## src/rtl/demux1x8_tdm.sv

```systemverilog
// Receive side of the 8:1 TDM serialiser: collects eight valid serial bits
// framed by sof into one word, with a one-cycle ot_vld pulse per completed word.
module demux1x8_tdm #(
  parameter logic MSB_FIRST = 1'b0
) (
  input  logic       clk,
  input  logic       rst,
  input  logic       din,
  input  logic       vld,
  input  logic       sof,
  output logic [7:0] ot,
  output logic       ot_vld,
  output logic [2:0] sl,
  output logic       err
);

  typedef enum logic [0:0] {
    ST_IDLE    = 1'b0,
    ST_COLLECT = 1'b1
  } state_e;

  state_e     state_q, state_d;
  logic [7:0] sh_q, sh_d;
  logic [2:0] sl_q, sl_d;
  logic [7:0] ot_q, ot_d;
  logic       ot_vld_q, ot_vld_d;
  logic       err_q, err_d;

  // Lane counter always runs 0..7; only the bit position it lands on is mirrored.
  function automatic logic [7:0] put_lane(input logic [7:0] word,
                                          input logic [2:0] lane,
                                          input logic       bit_in);
    logic [2:0] pos;
    logic [7:0] res;
    pos      = MSB_FIRST ? (3'd7 - lane) : lane;
    res      = word;
    res[pos] = bit_in;
    return res;
  endfunction

  // Next-state, shadow assembly and output pulse generation.
  always_comb begin
    state_d  = state_q;
    sh_d     = sh_q;
    sl_d     = sl_q;
    ot_d     = ot_q;
    ot_vld_d = 1'b0;
    err_d    = 1'b0;
    case (state_q)
      ST_IDLE: begin
        if (vld && sof) begin
          sh_d    = put_lane(8'h00, 3'd0, din);
          sl_d    = 3'd1;
          state_d = ST_COLLECT;
        end else begin
          state_d = ST_IDLE;
        end
      end
      ST_COLLECT: begin
        if (vld && sof) begin
          // Early sof: drop the partial frame and restart at lane 0.
          err_d   = 1'b1;
          sh_d    = put_lane(8'h00, 3'd0, din);
          sl_d    = 3'd1;
          state_d = ST_COLLECT;
        end else if (vld) begin
          sh_d = put_lane(sh_q, sl_q, din);
          if (sl_q == 3'd7) begin
            ot_d     = put_lane(sh_q, sl_q, din);
            ot_vld_d = 1'b1;
            sl_d     = 3'd0;
            state_d  = ST_IDLE;
          end else begin
            sl_d = sl_q + 3'd1;
          end
        end else begin
          state_d = ST_COLLECT;
        end
      end
      default: begin
        state_d = ST_IDLE;
        sh_d    = 8'h00;
        sl_d    = 3'd0;
      end
    endcase
  end

  // State and output registers; rst overrides any bit presented on the same edge.
  always_ff @(posedge clk) begin
    if (rst) begin
      state_q  <= ST_IDLE;
      sh_q     <= 8'h00;
      sl_q     <= 3'd0;
      ot_q     <= 8'h00;
      ot_vld_q <= 1'b0;
      err_q    <= 1'b0;
    end else begin
      state_q  <= state_d;
      sh_q     <= sh_d;
      sl_q     <= sl_d;
      ot_q     <= ot_d;
      ot_vld_q <= ot_vld_d;
      err_q    <= err_d;
    end
  end

  assign ot     = ot_q;
  assign ot_vld = ot_vld_q;
  assign sl     = sl_q;
  assign err    = err_q;

endmodule

```

## config.mk

```make
export PLATFORM = sky130hd
export DESIGN_NAME = demux1x8_tdm
export DESIGN_NICKNAME = d
export VERILOG_FILES = /design/src/rtl/demux1x8_tdm.sv
export SDC_FILE = /design/constraint.sdc
export NUM_CORES = 1
export LEC_CHECK = 0
export CAP_MARGIN = 5
export CELL_PAD_IN_SITES_DETAIL_PLACEMENT = 1
export CELL_PAD_IN_SITES_GLOBAL_PLACEMENT = 1
export CORE_ASPECT_RATIO = 0.9
export CORE_MARGIN = 4
export CORE_UTILIZATION = 38
export CTS_CLUSTER_DIAMETER = 80
export DETAILED_ROUTE_END_ITERATION = 12
export GPL_ROUTABILITY_DRIVEN = 0
export PLACE_DENSITY = 0.78
export SYNTH_ARGS = -nofsm -noshare
export SYNTH_HDL_FRONTEND = slang
export SYNTH_SLANG_ARGS = --single-unit
```

## constraint.sdc

```tcl
create_clock -name clk -period 1.9 [get_ports clk]
set_clock_uncertainty 0.05 [all_clocks]
set_input_delay 0.285 -clock clk [delete_from_list [all_inputs] [get_ports clk]]
set_output_delay 0.285 -clock clk [all_outputs]
set_load 0.01 [all_outputs]
```

; ---- Word level (Yosys, flattened, before mapping)
; Cells that the tools add are included.
; Widths: inputs -> output; s select.
[classes]
addsub = 1
n_lt_le_gt_ge = 2
n_eq_ne = 3
n_mux = 18
n_bitwise = 3
reduce_logical = 6
[op_table]
columns = cell, n
row1 = $mux 8, 3
row2 = $pmux 8 s2, 1
row3 = $mux 3, 4
row4 = $bwmux 8, 1
row5 = $mux 1, 6
row6 = $pmux 3 s2, 1
row7 = $lt 3x4->1 const B, 1
row8 = $reduce_and 4->1, 1
row9 = $reduce_or 4->1, 1
row10 = $add 3x1->3 const B, 1
row11 = $demux 1 s3, 1
row12 = $eq 3x3->1 const B, 1
row13 = $ge 3x1->1 const B, 1
row14 = $ne 3x2->1 const B, 1
row15 = $not 1->1, 3
row16 = $logic_and 1x1->1, 2
row17 = $ne 2x2->1 const B, 1
row18 = $pmux 1 s2, 1
row19 = $reduce_and 2->1, 1
row20 = $reduce_or 2->1, 1
[word_totals]
regBits = 22
input_bits = 5
out_inout_bits = 13
elab_cells = 39

; ---- Longest topological paths before layout
[logic_depth]
ltp_word = 8
ltp_mapped = 7
mapped_depth_nobuf = 5

; ---- Worst setup path after synthesis
; No wires, ideal clock.
[synth_timing]
kind = register -> register
start = register sl_q[1] (netlist: sl[1])
end = register ot_q[6] (netlist: ot[6])
setup_time_ps = 86
arrival_ps = 1514
required_time_ps = 1764
slack_ps = 250
path_stages_with_launch = 8
n_path_buf = 2
synth_period_minus_slack_ps = 1650
path_cell_list = dfxtp_1 ha_1 ha_1 and4b_1 buf_4 buf_4 nor2_1 a211oi_1
[synth_between]
elab_chain_len = 5
word_cells_on_any_way = 8
cone_classes = order compare: 2 / eq/ne: 1 / mux: 3 / reduce/logical: 2
[synth_rtl]
columns = element, line
row1 = from (decl), 24  ; logic [2:0] sl_q, sl_d;
row2 = from (signal assigned), 100  ; sl_q <= sl_d;
row3 = $lt 3x4->1 (implied by the code) or $ge 3x1->1 (tied branches), 37  ; res[pos] = bit_in;
row4 = $logic_and 1x1->1 (implied by the code), 37
row5 = $mux 1 (implied by the code), 37
row6 = $demux 1 s3, 37
row7 = $bwmux 8, 37
row8 = to (signal assigned), 101  ; ot_q <= ot_d;
row9 = to (decl), 25  ; logic [7:0] ot_q, ot_d;
; Parallel ways exist; a longest one is shown, timed or not.
; A chain may end at the register's enable or synchronous reset.

; ---- Worst setup path in the final report
[layout_timing]
start = register sl_q[2] (netlist: sl[2])
end = output sl[2]
[layout_rtl]
columns = element, line
row1 = to (decl), 13  ; output logic [2:0] sl,
; No word-level cell between the ends.

==> results.md <==
- Layout cells sized above 1: 13.57%
- First-pass GRT wire length: 4733 um
- Crit Path Category: reg2out
- DRC viols: 0
- P&R area growth vs syn: 26.33%
- Slew HR: 70.95%
- Worst Setup SP: sl[2]$_SDFFE_PP0P_
- Initial core utilization: 41.52%
- Reg2Reg Setup Slack: 0.16 ns
- Netlist cell types: 38
- GRT Total Usage: 16.26%
- Pwr dens: 613.6 nW/um^2
- WL/cell: 16.51 um
- Clock sink count: 22
- CP arrival: 1.49 ns
- Minimum clock period: 1.825 ns
- Drt total wl: 2773 um
- Synth async-reset ratio: 0%
- Synthesized area: 1060 sq um
- Yosys reg bits: 22
- Grt peak-use layer: met2
- Outcome: finished, final reports clean
- Fill count: 306
- Routed via count: 984
- Final worst-path cycle share: 96.05%
- Clk buf depth: 2
- Post-Synthesis Net Count: 126
- I/O pin count: 18
- Die area: 3699 sq um
- Max-slew violation count: 0
- RR Startpoint: sl[2]$_SDFFE_PP0P_
- Std-Cell Rows: 17
- GR Layer Usage met3: 4.457%
- Vias in the first global route: 1027
- Ys Warns: 0
- Resize count post-CTS: 0
- Placed cell area: 1301 sq um
- CTS H-tree lvls: 1
- Reg-to-Reg End: ot[5]$_SDFFE_PP0P_
- Final hold viol count: 0
- Cts bufs inserted: 3
- # hold bufs at CTS: 0
- GR Overflow Total: 0
- Pre-Repair DR Iteration Count: 4
- Clock root buffer master: clkbuf_4
- Number of setup buffers added after CTS: 0
- Crit-path max cell delay: 0.61 ns
- Initial DRC count: 29
- Post-synthesis sequential area ratio: 41.56%
- DPL Wire Length: 2139 um
- GRT met1 Usage: 19.27%
- Crit path buffers/inverters: 1
- Die W: 63.67 um
- DR vias/cell: 5.857
- Crit path max-delay family: buffers and inverters
- Final setup viols: 0
- Cell area after layout: 1339 sq um
- Setup crit start kind: flop
- CP Depth: 1
- RSZ-0062 raised after global routing: false
- Synth Instances: 119
- Die Height: 58.10 um
- Mean Syn Cell Area: 8.906 sq um
- Final setup TNS: 0 ns
- Crit path cell chain: clkdlybuf4s50_1
- Critical-path top delay cell: clkdlybuf4s50_1
- Largest net degree at the start of global routing: 18
- Worst Tran Pin Value: 0.4248 ns
- Leak Pwr: 0.4668 nW
- Met2 Usage GRT: 29.02%
- CP Max Fanout: 11
- Critical path required time: 1.56 ns
- Antenna viol nets, final: 0
- Hold/Removal Path Class: reg2reg
- CTS tree: done
- Nets@finish: 148
- EDFF count, synth: 0
- Clock Pin Slew Worst Setup and Hold Paths: 0.13 ns
- Worst skew pair latency: 0.32 ns
- Reg2Reg Depth: 5
- Antenna violations before repair: 0
- ANT cells: 0
- CP Capture Type: output pin
- Port bufs: 17
- Top_reg_cell synth: dfxtp_1
- Fmax achieved: 0.5479 GHz
- Max VDD drop: 0.5294 mV
- Critical path endpoint: sl[2]
- Reported max-cap violation count: 0
- Core ar.: 2552 sq um
final cells by class:
| type | instances | area (sq um) | share of cell area [%] |
|---|---|---|---|
| multi-input combinational | 84 | 556.8 | 41.59 |
| sequential | 22 | 441.7 | 32.99 |
| timing repair buffer | 27 | 257.7 | 19.25 |
| clock buffer | 4 | 36.28 | 2.710 |
| tap | 28 | 35.03 | 2.617 |
| inverter | 3 | 11.26 | 0.8411 |
stage by stage:
step	cells	hold slack, ns	total power (W)	util (%)	setup WS (ns)
detailed placement	164	0.4271	0.0005607	50.98	0.04690
global placement	164	0.4190	0.0005556	50.98	0.1657
finish	168	0.4453	0.0008214	52.45	0.07498
global route	168	0.4750	0.0008624	52.45	0.002713
CTS	168	0.4441	0.0008271	52.40	0.05061
floorplan	119	0.3066	0.0005223	-	0.2501
tightest hold or removal path: stages, from the launching register on:
cell	delay (ns)
dfxtp_1	0.35
nand3_1	0.07
a21oi_1	0.05
state kept, by name, indices dropped and copies added, names as in the netlist:
| signal | cells |
|---|---|
| err | 1 |
| sl | 3 |
| ot_vld | 1 |
| sh_q | 8 |
| ot | 8 |
| state_q | 1 |
cell usage in the layout, fill, tap and decap left out, drive strengths merged, types with 4 or more instances in the layout:
cell | Yosys | final
nor2 | 11 | 11
a21oi | 10 | 10
clkbuf | 3 | 4
buf | 7 | 10
mux2i | 4 | 4
nand3 | 5 | 5
a22oi | 4 | 4
clkdlybuf4s50 | 0 | 17
nand2 | 8 | 8
a211oi | 6 | 6
dfxtp | 22 | 22
how the worst min path moves through the flow:
stage,slack [ns],to,depth (start not counted),start
after floorplan,0.31,ot_vld$_SDFF_PP0_,1,rst
after global placement,0.42,sh_q[2]$_SDFFE_PP0P_,2,sh_q[2]$_SDFFE_PP0P_
after detailed placement,0.43,sh_q[2]$_SDFFE_PP0P_,2,sh_q[2]$_SDFFE_PP0P_
after CTS,0.44,sh_q[2]$_SDFFE_PP0P_,2,sh_q[2]$_SDFFE_PP0P_
after global routing,0.48,ot[2]$_SDFFE_PP0P_,2,ot[2]$_SDFFE_PP0P_
final,0.45,sh_q[2]$_SDFFE_PP0P_,2,sh_q[2]$_SDFFE_PP0P_
report_power, final:
part	leakage, nW	switching, W	internal, W
Clock	0.0210	0.000153	0.000117
Combinational	0.267	0.0000443	0.0000343
Sequential	0.178	0.00000574	0.000467
cells in the mapped netlist, types with 2 or more instances:
cell	count	area (sq um)
or4_1	2	15.01
clkbuf_1	2	7.510
a22oi_1	4	30.03
nand3_1	5	25.02
buf_4	2	15.01
ha_1	2	25.02
buf_2	4	20.02
o21ai_0	2	10.01
nand2_1	8	30.03
nand3b_1	3	22.52
and4b_1	3	30.03
inv_1	3	11.26
nor2_1	11	41.29
nor2b_1	2	12.51
o311ai_0	2	17.52
a211oi_1	6	45.04
nor3b_1	2	15.01
mux2i_1	4	40.04
or3_1	3	18.77
a21oi_1	10	50.05
dfxtp_1	22	440.4
routing by layer:
metal / part of all wire (%) / routed length (um) / up-vias
met4: 1.1 / 31 / 0
met2: 48 / 1336 / 25
li1: - / - / 484
met5: 0 / 0 / -
met1: 46 / 1269 / 470
met3: 4.9 / 135 / 5
logic make-up after synthesis:
group / count (synthesis) / share of synthesized area (%)
AOI/OAI and AO/OA: 31 / 20.07
muxes: 4 / 3.778
buffers and inverters: 13 / 5.902
adders and majority gates: 2 / 2.361
and+or+nand+nor: 47 / 26.33
DFF: 22 / 41.56
No activity file was read; power rests on OpenSTA's default activity.
